===== config.mk =====
export PLATFORM = sky130hd
export DESIGN_NAME = l0_loader_flat
export DESIGN_NICKNAME = d
export VERILOG_FILES = /design/src/rtl/l0_loader_if.sv /design/src/rtl/l0_loader.sv /design/src/flat_wrapper.sv
export SDC_FILE = /design/constraint.sdc
export NUM_CORES = 1
export LEC_CHECK = 0
export ABC_AREA = 1
export BUFFER_PORTS_ARGS = -buffer_cell sky130_fd_sc_hd__clkbuf_2
export CORE_MARGIN = 4
export CORE_UTILIZATION = 40
export CTS_CLUSTER_SIZE = 40
export DETAILED_ROUTE_END_ITERATION = 10
export PLACE_DENSITY = 0.74
export SETUP_SLACK_MARGIN = 0.2
export SYNTH_ARGS = -nofsm -noshare
export SYNTH_HDL_FRONTEND = slang
export SYNTH_SLANG_ARGS = --single-unit

===== constraint.sdc =====
create_clock -name clk -period 4.1 [get_ports clk]
set_clock_uncertainty 0.1 [all_clocks]
set_input_delay 0.41 -clock clk [delete_from_list [all_inputs] [get_ports clk]]
set_output_delay 0.41 -clock clk [all_outputs]
set_load 0.02 [all_outputs]

===== src/rtl/l0_loader_if.sv =====
`default_nettype none
// ============================================================================
//  Module      : l0_loader_if
//  Description : Bus bundle between the L0 loader, the core SRAM read port,
//                the L0 FIFO bank and the controller's start/done handshake.
//  Revision    : 1.0  initial release
// ============================================================================
interface l0_loader_if #(
    parameter int ROW    = 8,
    parameter int BW     = 4,
    parameter int ADDR_W = 11,
    parameter int LEN_W  = 11
);
    // Controller handshake
    logic                start;
    logic [ADDR_W-1:0]   base_addr;
    logic [LEN_W-1:0]    num_words;
    logic                busy;
    logic                done;
    // SRAM read port
    logic                sram_cen;
    logic                sram_wen;
    logic [ADDR_W-1:0]   sram_addr;
    logic [ROW*BW-1:0]   sram_q;
    // L0 FIFO bank write port
    logic [ROW-1:0]      l0_full;
    logic [ROW-1:0]      l0_wr;
    logic [ROW*BW-1:0]   l0_in;

    // Environment side: controller, SRAM and FIFO bank
    modport master (
        output start, base_addr, num_words, sram_q, l0_full,
        input  busy, done, sram_cen, sram_wen, sram_addr, l0_wr, l0_in
    );

    // Loader side
    modport slave (
        input  start, base_addr, num_words, sram_q, l0_full,
        output busy, done, sram_cen, sram_wen, sram_addr, l0_wr, l0_in
    );
endinterface : l0_loader_if
`default_nettype wire


===== src/rtl/l0_loader.sv =====
`default_nettype none
// ============================================================================
//  Module      : l0_loader
//  Description : Streams a block of SRAM words into the L0 FIFO bank, one word
//                per cycle, throttling on any FIFO full and absorbing the
//                1-cycle SRAM read latency with a single hold register.
//  Revision    : 1.0  initial release
// ============================================================================
module l0_loader #(
    parameter int ROW    = 8,
    parameter int BW     = 4,
    parameter int ADDR_W = 11,
    parameter int LEN_W  = 11
) (
    input  wire logic     clk,
    input  wire logic     reset,
    l0_loader_if.slave    bus
);

    localparam logic [1:0] S_IDLE = 2'd0;
    localparam logic [1:0] S_RUN  = 2'd1;
    localparam logic [1:0] S_FIN  = 2'd2;

    logic [1:0]          state_q,      state_d;
    logic [ADDR_W-1:0]   base_q,       base_d;
    logic [LEN_W-1:0]    num_q,        num_d;
    logic [LEN_W-1:0]    issued_q,     issued_d;
    logic [LEN_W-1:0]    written_q,    written_d;
    logic [ROW*BW-1:0]   hold_q,       hold_d;
    logic                hold_valid_q, hold_valid_d;
    logic                inflight_q,   inflight_d;

    logic                w_any_full;
    logic                w_issue;
    logic                w_src_valid;
    logic                w_write;
    logic [ROW*BW-1:0]   w_src;

    // A read may only be launched when the word it returns is guaranteed a
    // landing place: the hold register must be free, and a word already in
    // flight must not be about to occupy it.
    always_comb begin
        w_any_full  = |bus.l0_full;
        w_issue     = (state_q == S_RUN) && (issued_q < num_q) && !hold_valid_q
                      && !(inflight_q && w_any_full);
        w_src_valid = hold_valid_q || inflight_q;
        w_src       = hold_valid_q ? hold_q : bus.sram_q;
        w_write     = w_src_valid && !w_any_full;
    end

    // Outputs: SRAM strobes and FIFO writes are combinational so a full flag
    // blocks the write in the very cycle it rises.
    always_comb begin
        bus.busy      = (state_q == S_RUN) || (state_q == S_FIN);
        bus.done      = (state_q == S_FIN);
        bus.sram_cen  = !w_issue;
        bus.sram_wen  = 1'b1;
        bus.sram_addr = w_issue ? (base_q + ADDR_W'(issued_q)) : '0;
        bus.l0_wr     = {ROW{w_write}};
        bus.l0_in     = w_write ? w_src : '0;
    end

    // Next-state: job capture, issue/write counting, stall capture into hold.
    always_comb begin
        state_d      = state_q;
        base_d       = base_q;
        num_d        = num_q;
        issued_d     = issued_q;
        written_d    = written_q;
        hold_d       = hold_q;
        hold_valid_d = hold_valid_q;
        inflight_d   = w_issue;
        case (state_q)
            S_IDLE: begin
                if (bus.start) begin
                    base_d    = bus.base_addr;
                    num_d     = bus.num_words;
                    issued_d  = '0;
                    written_d = '0;
                    state_d   = (bus.num_words != '0) ? S_RUN : S_FIN;
                end
            end
            S_RUN: begin
                if (w_issue) begin
                    issued_d = issued_q + LEN_W'(1);
                end
                if (w_write) begin
                    written_d    = written_q + LEN_W'(1);
                    hold_valid_d = 1'b0;
                    if ((written_q + LEN_W'(1)) == num_q) begin
                        state_d = S_FIN;
                    end
                end
                // Word returning from SRAM while the bank is full is parked.
                if (inflight_q && w_any_full) begin
                    hold_d       = bus.sram_q;
                    hold_valid_d = 1'b1;
                end
            end
            S_FIN: begin
                state_d = S_IDLE;
            end
            default: begin
                state_d = S_IDLE;
            end
        endcase
    end

    // State registers; reset discards any pending or held word.
    always_ff @(posedge clk) begin
        if (reset) begin
            state_q      <= S_IDLE;
            base_q       <= '0;
            num_q        <= '0;
            issued_q     <= '0;
            written_q    <= '0;
            hold_q       <= '0;
            hold_valid_q <= 1'b0;
            inflight_q   <= 1'b0;
        end else begin
            state_q      <= state_d;
            base_q       <= base_d;
            num_q        <= num_d;
            issued_q     <= issued_d;
            written_q    <= written_d;
            hold_q       <= hold_d;
            hold_valid_q <= hold_valid_d;
            inflight_q   <= inflight_d;
        end
    end

endmodule : l0_loader
`default_nettype wire


===== src/flat_wrapper.sv =====
// flat-port wrapper written by rule: the top's interface ports become plain ports
module l0_loader_flat 
#(
    parameter int ROW    = 8,
    parameter int BW     = 4,
    parameter int ADDR_W = 11,
    parameter int LEN_W  = 11
)
  (clk, reset, bus_start, bus_base_addr, bus_num_words, bus_sram_q, bus_l0_full, bus_busy, bus_done, bus_sram_cen, bus_sram_wen, bus_sram_addr, bus_l0_wr, bus_l0_in);
  l0_loader_if #(.ROW(ROW), .BW(BW), .ADDR_W(ADDR_W), .LEN_W(LEN_W)) bus_i ();
  input  wire logic clk;
  input  wire logic reset;
  input wire logic [$bits(bus_i.start)-1:0] bus_start;
  input wire logic [$bits(bus_i.base_addr)-1:0] bus_base_addr;
  input wire logic [$bits(bus_i.num_words)-1:0] bus_num_words;
  input wire logic [$bits(bus_i.sram_q)-1:0] bus_sram_q;
  input wire logic [$bits(bus_i.l0_full)-1:0] bus_l0_full;
  output wire logic [$bits(bus_i.busy)-1:0] bus_busy;
  output wire logic [$bits(bus_i.done)-1:0] bus_done;
  output wire logic [$bits(bus_i.sram_cen)-1:0] bus_sram_cen;
  output wire logic [$bits(bus_i.sram_wen)-1:0] bus_sram_wen;
  output wire logic [$bits(bus_i.sram_addr)-1:0] bus_sram_addr;
  output wire logic [$bits(bus_i.l0_wr)-1:0] bus_l0_wr;
  output wire logic [$bits(bus_i.l0_in)-1:0] bus_l0_in;
  assign bus_i.start = bus_start;
  assign bus_i.base_addr = bus_base_addr;
  assign bus_i.num_words = bus_num_words;
  assign bus_i.sram_q = bus_sram_q;
  assign bus_i.l0_full = bus_l0_full;
  assign bus_busy = bus_i.busy;
  assign bus_done = bus_i.done;
  assign bus_sram_cen = bus_i.sram_cen;
  assign bus_sram_wen = bus_i.sram_wen;
  assign bus_sram_addr = bus_i.sram_addr;
  assign bus_l0_wr = bus_i.l0_wr;
  assign bus_l0_in = bus_i.l0_in;
  l0_loader #(.ROW(ROW), .BW(BW), .ADDR_W(ADDR_W), .LEN_W(LEN_W)) u_core (.clk(clk), .reset(reset), .bus(bus_i));
endmodule

==> metrics.txt, run 1 <==
status=finished clean; Reg power frac=40.3%; vias per std cell=5.18; worst slew pin tran=1.04 ns; Starting Density=41.4%; fill count=1194; syn_area_per_cell=6.48 sq um; Final Instance Area=0.00571 sq mm; Worst-Skew Late Latency=0.33 ns; routed len/inst=13.1 microns; share of layout cells above drive strength 1=18.0%; setup_tns=0 ns; Slew Limit Fails=0; Slowest-stage cell, CP=ha_1; GR Util All Layers=18.0%; VDD IR max=0.000237 V; Mapped Cells=739; CTS H-tree depth=3; DP Area=0.00540 sq mm; antenna viol nets, final=0; yosys warns=0; power per cell area=372 mW/mm^2; GR Overflow Total=0; Cell Area, Synth=0.00479 sq mm; minimum clock period=3.13 ns; Clock Sinks=80; Rel. slew slack=30.2%; die outline width=117 microns; Leak Pwr=2.47 nW; row count=39; Logic pwr share=19.0%; maximum fanout along the worst path=22; delay of the slowest critical-path stage=0.67 ns; unrepaired setup endpoints after global routing=no; Starting DRT DRC Count=599; core area=0.0116 sq mm; cts hold-fix bufs=0; via count=5058; largest net degree at the start of global routing=37; critical path type=reg2out; Vert. Die Dim=117 microns; Die ar.=0.0138 sq mm; Final Setup Violations=0; Hold Vio Cnt, Final=0; GPL Wtd Cong=0.883; synthesis-stage register bit count=80; drt total wl=12.7 mm; Num CTS Buffers=9; Synth Net Count=830; ratio of final minimum period to clock period=76.4%; CP top delay family=adder cells; Port Buffers=118; Crit. End Element=output pin; Sw Pwr=0.634 mW; Worst EP arrival=2.62 ns; clock share of power=40.7%; sequential share of the synthesized area=33.4%; Max Clock Freq=319 MHz; Remaining DRCs=0; Worst-path clk slew=0.06 ns; initial antenna violation count=0; Area growth syn-to-layout=19.3%; CP required=3.59 ns; Antenna diodes=0; critical path, cell by cell=inv_1, ha_1, inv_2, nor3_2, nand4_1, nor2_1, o21ai_2, nor3_1, clkbuf_2; setup bufs post-CTS=0; # resized after CTS=0; first-pass GRT wire length=21.4 mm; Clock Tree Buf Depth=2; DP HPWL=9.44 mm; vias in the first global route=4498; most frequent cells in the layout=nand2_1 (204), clkbuf_2 (118), a21oi_1 (117); crit path buf inv count=3; CTS Root Cell=clkbuf_16; Hold Path Class=in2reg; Power Internal=1.49 mW; fin nets=920; Sw Ratio=29.8%; Unique masters post-synth=36; most common cell after layout, fill and taps aside=nand2_1; # IOs=120; crit path launch type=register; CTS tree=built; 1st-pass router iterations=5; MaxCap Viol Count=0
## kinds of logic (layout without fill, tap and decap cells)
kind of cell	Yosys count	in the layout	synth area share, %
AO/OA/AOI/OAI	161	161	17.7
XOR/XNOR	9	9	1.65
adder cells (fa/ha/maj)	26	26	6.95
buffers and inverters	98	192	8.62
flip-flops	80	80	33.4
other	1	1	0.0783
AND/OR/NAND/NOR	364	364	31.6
## worst register-to-register path: stages, from the launching register on
cell,delay [ns]
dfxtp_1,0.31
inv_1,0.09
ha_1,0.67
inv_2,0.19
nor3_2,0.15
nand4_1,0.09
nor2_1,0.12
o21ai_2,0.20
a21oi_4,0.38
inv_2,0.15
o21ai_0,0.18
a21oi_1,0.05
## sequential cells by signal, indices dropped and copies added, names as in the netlist
name,count
u_core.hold_q,32
u_core.base_q,11
u_core.state_q,2
u_core.hold_valid_q,1
u_core.inflight_q,1
u_core.issued_q,11
u_core.num_q,11
u_core.written_q,11
## power groups by stage
stage	Sequential (mW)	Combinational [mW]	Clock [mW]
2_1_floorplan	0.860	0.294	0
6_report	0.857	0.404	0.866
4_1_cts	0.856	0.403	0.879
3_5_place_dp	0.873	0.402	0
3_3_place_gp	0.872	0.397	0
5_1_grt	0.862	0.459	0.910
## layout make-up
class,count,area [sq um],area share [%]
flip-flops and latches,80,1600,28.0
repair buffers,124,636,11.1
well taps,143,179,3.13
inverters,53,199,3.48
clock inverters,6,92.6,1.62
clock buffers,9,225,3.94
multi-input cells,561,2780,48.7
## layer usage
| layer | track usage (%) | share of wire (%) |
|---|---|---|
| met5 | 0 | 0 |
| met4 | 3.89 | 0.89 |
| met3 | 3.99 | 7.5 |
| met2 | 28.6 | 43 |
| met1 | 25.2 | 49 |
## path summary, 6_finish.rpt
path                                                startpoint  depth (start not counted)                         endpoint  slack (ns)
worst max-delay path            u_core.state_q[1]$_SDFFE_PP0P_                          9                 bus_sram_addr[7]        0.97
worst min-delay path                          bus_base_addr[0]                          3    u_core.base_q[0]$_SDFFE_PP0P_        0.22
worst max register to register  u_core.state_q[1]$_SDFFE_PP0P_                         11  u_core.issued_q[1]$_SDFFE_PP0P_        1.31
worst min register to register  u_core.hold_q[17]$_SDFFE_PP0P_                          2   u_core.hold_q[17]$_SDFFE_PP0P_        0.36
## per-stage QoR
stage | utilization, % | power [mW] | setup WS, ns | hold WS (ns) | std cells
6_report | 49.4 | 2.13 | 0.969 | 0.225 | 976
3_3_place_gp | 46.7 | 1.27 | 1.38 | 0.347 | 961
3_5_place_dp | 46.7 | 1.28 | 1.31 | 0.352 | 961
2_1_floorplan | - | 1.15 | 1.64 | 0.341 | 739
4_1_cts | 49.4 | 2.14 | 0.950 | 0.223 | 976
5_1_grt | 49.4 | 2.23 | 0.666 | 0.235 | 976
## synthesized netlist by cell type
cell | number | area share, %
nand2_1 | 204 | 16
a21oi_1 | 117 | 12
dfxtp_1 | 80 | 33
nand3_1 | 72 | 7.5
nor2_1 | 65 | 5.1
inv_1 | 51 | 4.0
o21ai_0 | 31 | 3.2
clkbuf_1 | 30 | 2.4
ha_1 | 25 | 6.5
buf_4 | 9 | 1.4
nand4_1 | 9 | 1.2
nor3_1 | 6 | 0.63
xor2_1 | 5 | 0.91
xnor2_1 | 4 | 0.73
buf_2 | 3 | 0.31
a21o_1 | 2 | 0.31
buf_1 | 2 | 0.16
inv_2 | 2 | 0.16
nor4_1 | 2 | 0.26
o21a_1 | 2 | 0.31
o21ai_1 | 2 | 0.21
o31ai_1 | 2 | 0.31
a21oi_4 | 1 | 0.34
a31o_2 | 1 | 0.18
buf_6 | 1 | 0.24
conb_1 | 1 | 0.078
fa_1 | 1 | 0.42
nand2_2 | 1 | 0.13
nand3b_1 | 1 | 0.16
nor2_2 | 1 | 0.13
nor3_2 | 1 | 0.21
nor3b_1 | 1 | 0.16
o2111ai_1 | 1 | 0.18
o21ai_2 | 1 | 0.18
o21bai_1 | 1 | 0.16
or2_2 | 1 | 0.13
Note: power is estimated with default switching activity, not from simulation.
==> run 2, diff against run 1 <==
Clock period 4.1 ns to 3.09 ns, I/O delays scaled along.
==> metrics.txt, run 2 (same netlist as run 1, synthesis figures left out) <==
row count=39 (unchanged); crit path launch type=register (unchanged); initial antenna violation count=0 (unchanged); Antenna diodes=0 (unchanged); Top reg by flops=u_core.hold_q (unchanged); CP Capture Point=bus_sram_addr[8] (was bus_sram_addr[7]); Rel. slew slack=36.0% (was 30.2%); critical path type=reg2out (unchanged); GR peak layer=met2 (unchanged); worst slew pin tran=0.958 ns (was 1.04 ns); vias in the first global route=4533 (was 4498); GR Util All Layers=18.0% (about the same); cts hold-fix bufs=0 (unchanged); routed len/inst=12.9 microns (was 13.1 microns); power per cell area=474 mW/mm^2 (was 372 mW/mm^2); setup_tns=0 ns (unchanged); VDD IR max=0.000266 V (was 0.000237 V); most common cell after layout, fill and taps aside=nand2_1 (unchanged); share of layout cells above drive strength 1=18.2% (was 18.0%); worst hold start=bus_base_addr[0] (unchanged); flip-flop count of the largest register after layout=32 (unchanged); hold_ws=0.131 ns (was 0.225 ns); ratio of final minimum period to clock period=86.9%; # resized after CTS=0 (unchanged); delay of the slowest critical-path stage=0.41 ns (was 0.67 ns); Final Setup Violations=0 (unchanged); status=finished clean (unchanged); Starting DRT DRC Count=435 (was 599); Clock Sinks=80 (unchanged); Crit. End Element=output pin (unchanged); Worst-path clk slew=0.06 ns (about the same); GPL Wtd Cong=0.878 (was 0.883); CP required=2.68 ns (was 3.59 ns); Clock Tree Buf Depth=2 (unchanged); MaxCap Viol Count=0 (unchanged); CTS Root Cell=clkbuf_16 (unchanged); most frequent cells in the layout=nand2_1 (204), clkbuf_2 (118), a21oi_1 (117) (unchanged); reg-to-reg slack, setup=0.74 ns (was 1.31 ns); Die ar.=0.0138 sq mm (unchanged); core area=0.0116 sq mm (unchanged); drt total wl=12.6 mm (was 12.7 mm); Slowest-stage cell, CP=fa_1 (was ha_1); fin nets=921 (was 920); Starting Density=41.4% (unchanged); Crit. Startpoint=u_core.issued_q[0]$_SDFFE_PP0P_ (was u_core.state_q[1]$_SDFFE_PP0P_); GR Overflow Total=0 (unchanged); setup ws final=0.405 ns (was 0.969 ns); 1st-pass router iterations=5 (unchanged); Num CTS Buffers=9 (unchanged); CTS H-tree depth=3 (unchanged); DP Worst Slack=0.742 ns (was 1.31 ns); Max Clock Freq=372 MHz; Critical R2R Launch=u_core.num_q[6]$_SDFFE_PP0P_ (was u_core.state_q[1]$_SDFFE_PP0P_); Slew Limit Fails=0 (unchanged); # IOs=120 (unchanged); die outline width=117 microns (unchanged); Port Buffers=118 (unchanged); CTS tree=built (unchanged); Hold Vio Cnt, Final=0 (unchanged); Remaining DRCs=0 (unchanged); fill count=1188 (was 1194); minimum clock period=2.69 ns; largest net degree at the start of global routing=42 (was 37); met2 Use GR=27.1% (was 28.6%); Final Util=49.3% (was 49.4%); Vert. Die Dim=117 microns (unchanged); Area growth syn-to-layout=19.0% (was 19.3%); Worst EP arrival=2.28 ns (was 2.62 ns); unrepaired setup endpoints after global routing=no (unchanged); DP HPWL=9.35 mm (was 9.44 mm); maximum fanout along the worst path=5 (was 22); Worst-Skew Late Latency=0.33 ns (about the same); Worst R2R End=u_core.issued_q[5]$_SDFFE_PP0P_ (was u_core.issued_q[1]$_SDFFE_PP0P_); setup bufs post-CTS=0 (unchanged); Leak Pwr=2.46 nW (was 2.47 nW); met3 global-route usage=4.48% (was 3.99%); critical path, cell by cell=ha_2, inv_1, fa_1, inv_1, a21oi_1, nor2_1, nor3_1, nor3_1, clkbuf_2 (was inv_1, ha_1, inv_2, nor3_2, nand4_1, nor2_1, o21ai_2, nor3_1, clkbuf_2); vias per std cell=5.23 (was 5.18); antenna viol nets, final=0 (unchanged); GR met1 Demand/Resource=26.1% (was 25.2%); first-pass GRT wire length=21.3 mm (was 21.4 mm); via count=5112 (was 5058); Hold Path Class=in2reg (unchanged); Worst Reg-to-Reg Cells=10 (was 11)
## run 2: how the worst min path moves through the flow
stage	slack (ns)	cells after the start	to
after global routing	0.14	3	u_core.base_q[3]$_SDFFE_PP0P_
after detailed placement	0.35	2	u_core.hold_q[11]$_SDFFE_PP0P_
final	0.13	3	u_core.base_q[0]$_SDFFE_PP0P_
after CTS	0.13	3	u_core.base_q[0]$_SDFFE_PP0P_
after floorplan	0.34	2	u_core.hold_q[23]$_SDFFE_PP0P_
after global placement	0.35	2	u_core.hold_q[5]$_SDFFE_PP0P_
## run 2: critical path, delay by kind of cell, from the launching register on
kind | cells | cell delay (ns)
fa+ha+maj | 2 | 0.64
buf+inv | 3 | 0.41
flops | 1 | 0.40
simple gates | 3 | 0.39
compound gates | 1 | 0.11
## run 2: routing by layer
metal  part of all wire, %  wire length, microns
met1                    49                  6120
met2                    43                  5360
met3                   7.8                   981
met4                  0.91                   115
met5                     0                     0
## run 2: where the power goes
| part | switching [mW] | internal (mW) | total, mW |
|---|---|---|---|
| Sequential | 0.0480 | 1.09 | 1.14 |
| Clock | 0.404 | 0.621 | 1.02 |
| Combinational | 0.355 | 0.182 | 0.537 |
| Total | 0.807 | 1.89 | 2.70 |
## run 2: metrics by stage
step	instance area, sq um	total power, mW	cells
2_1_floorplan	4790	1.53	739
3_3_place_gp	5400	1.69	962
3_5_place_dp	5400	1.69	962
4_1_cts	5690	2.72	977
5_1_grt	5700	2.86	977
6_report	5700	2.70	977
## run 2: area by class of cell
class	instances	area [sq um]	share of cell area, %
multi-input combinational	561	2790	48.9
sequential	80	1600	28.1
timing repair buffer	125	643	11.3
clock buffer	10	229	4.02
inverter	53	199	3.49
tap	143	179	3.14
clock inverter	5	58.8	1.03
==> run 3, diff against run 2 <==
Settings changed: CORE_UTILIZATION 40 to 54, PLACE_DENSITY 0.74 to 0.92.
==> metrics.txt, run 3 (same netlist as run 1, synthesis figures left out) <==
unrepaired setup endpoints after global routing=no (unchanged); core area=0.00868 sq mm (was 0.0116 sq mm); hold_ws=0.0959 ns (was 0.131 ns); Vert. Die Dim=102 microns (was 117 microns); share of layout cells above drive strength 1=18.4% (was 18.2%); Worst R2R End=u_core.issued_q[1]$_SDFFE_PP0P_ (was u_core.issued_q[5]$_SDFFE_PP0P_); Worst-path clk slew=0.09 ns (was 0.06 ns); Die ar.=0.0104 sq mm (was 0.0138 sq mm); Port Buffers=118 (unchanged); Crit. End Element=output pin (unchanged); power per cell area=433 mW/mm^2 (was 474 mW/mm^2); # IOs=120 (unchanged); setup bufs post-CTS=0 (unchanged); Hold Path Sink=u_core.base_q[0]$_SDFFE_PP0P_ (unchanged); Final Setup Violations=0 (unchanged); via count=5059 (was 5112); ratio of final minimum period to clock period=88.2% (was 86.9%); reg-to-reg slack, setup=0.69 ns (was 0.74 ns); critical path, cell by cell=buf_4, clkinvlp_4, nand2_1, a21oi_1, clkbuf_2 (was ha_2, inv_1, fa_1, inv_1, a21oi_1, nor2_1, nor3_1, nor3_1, clkbuf_2); first-pass GRT wire length=19.9 mm (was 21.3 mm); die outline width=102 microns (was 117 microns); most common cell after layout, fill and taps aside=nand2_1 (unchanged); worst hold start=bus_base_addr[0] (unchanged); Leak Pwr=2.42 nW (was 2.46 nW); critical path type=reg2out (unchanged); Worst Reg-to-Reg Cells=9 (was 10); Remaining DRCs=0 (unchanged); GR Util All Layers=23.5% (was 18.0%); CTS tree=built (unchanged); Rel. slew slack=49.8% (was 36.0%); Final Non-Filler Cells=943 (was 977); crit path buf inv count=3 (unchanged); flip-flop count of the largest register after layout=32 (unchanged); CTS Root Cell=clkbuf_8 (was clkbuf_16); 1st-pass router iterations=5 (unchanged); Top reg by flops=u_core.hold_q (unchanged); Clock Sinks=80 (unchanged); Max Clock Freq=367 MHz (was 372 MHz); Slew Limit Fails=0 (unchanged); GPL Wtd Cong=0.963 (was 0.878); routed len/inst=12.9 microns (about the same); delay of the slowest critical-path stage=0.57 ns (was 0.41 ns); DP Cell Count=927 (was 962); Area growth syn-to-layout=15.9% (was 19.0%); VDD IR max=0.000281 V (was 0.000266 V); GR Overflow Total=0 (unchanged); Num CTS Buffers=9 (unchanged); DP Area=0.00536 sq mm (was 0.00540 sq mm); # resized after CTS=0 (unchanged); largest net degree at the start of global routing=53 (was 42); vias per std cell=5.36 (was 5.23); Slowest-stage cell, CP=clkinvlp_4 (was fa_1); MaxCap Viol Count=0 (unchanged); cts hold-fix bufs=0 (unchanged); row count=34 (was 39); status=finished clean (unchanged); minimum clock period=2.73 ns (was 2.69 ns); setup_tns=0 ns (unchanged); Critical R2R Launch=u_core.issued_q[4]$_SDFFE_PP0P_ (was u_core.num_q[6]$_SDFFE_PP0P_); Final Instance Area=0.00555 sq mm (was 0.00570 sq mm); drt total wl=12.1 mm (was 12.6 mm); Clock Tree Buf Depth=2 (unchanged); Antenna diodes=0 (unchanged); maximum fanout along the worst path=33 (was 5); CTS H-tree depth=3 (unchanged); most frequent cells in the layout=nand2_1 (204), clkbuf_2 (118), a21oi_1 (117) (unchanged); Starting DRT DRC Count=277 (was 435); Hold Path Cell Cnt=3 (unchanged); Hold Path Class=in2reg (unchanged); CP required=2.68 ns (about the same); crit path launch type=register (unchanged); Worst-Skew Late Latency=0.36 ns (was 0.33 ns); worst slew pin tran=0.747 ns (was 0.958 ns); Starting Density=55.2% (was 41.4%); CP top delay family=buffers and inverters (was adder cells); Hold Vio Cnt, Final=0 (unchanged); initial antenna violation count=0 (unchanged); DP HPWL=9.04 mm (was 9.35 mm); antenna viol nets, final=0 (unchanged); vias in the first global route=4463 (was 4533); Worst EP arrival=2.32 ns (was 2.28 ns); fin nets=921 (unchanged)
run 3: area by class of cell:
cell class                 count  area [sq um]
clock buffer                  10           138
multi-input combinational    561          2780
tap                          108           135
timing repair buffer         125           643
sequential                    80          1600
inverter                      53           203
fill                         774          3130
clock inverter                 6          50.0
run 3: routing by layer:
layer / track usage, % / up-vias / wire length (microns)
li1: - / 2617 / -
met1: 32.2 / 2252 / 5560
met2: 37.7 / 183 / 5390
met3: 5.26 / 7 / 1090
met4: 5.85 / 0 / 75
met5: 0 / - / 0
run 3: metrics by stage:
| step | setup slack (ns) | power [mW] | utilization, % |
|---|---|---|---|
| floorplan | 0.734 | 1.53 | - |
| global placement | 0.810 | 1.67 | 61.8 |
| detailed placement | 0.753 | 1.69 | 61.8 |
| CTS | 0.327 | 2.41 | 63.9 |
| global route | 0.199 | 2.54 | 64.0 |
| finish | 0.365 | 2.41 | 64.0 |
run 3: power by group:
group / total [mW] / internal (mW) / switching [mW]
Sequential: 1.14 / 1.09 / 0.0487
Clock: 0.734 / 0.323 / 0.410
Combinational: 0.537 / 0.184 / 0.353
run 3: worst max path at each step:
stage	startpoint	end	slack [ns]	cells past startpoint
after global placement	u_core.issued_q[0]$_SDFFE_PP0P_	bus_sram_addr[8]	0.81	9
after floorplan	u_core.state_q[1]$_SDFFE_PP0P_	bus_sram_addr[2]	0.73	9
after global routing	u_core.hold_valid_q$_SDFFE_PP0P_	bus_l0_in[3]	0.20	5
after CTS	u_core.hold_valid_q$_SDFFE_PP0P_	bus_l0_in[4]	0.33	5
after detailed placement	u_core.issued_q[4]$_SDFFE_PP0P_	u_core.issued_q[1]$_SDFFE_PP0P_	0.75	9
final	u_core.hold_valid_q$_SDFFE_PP0P_	bus_l0_in[4]	0.36	5
run 3: worst reg2reg max path, stage by stage (launching register included):
cell	delay, ns
dfxtp_1	0.50
ha_1	0.31
a21oi_1	0.12
o21ai_0	0.08
a21oi_1	0.17
o21ai_2	0.23
a21oi_4	0.39
inv_2	0.16
o21ai_0	0.20
a21oi_1	0.06
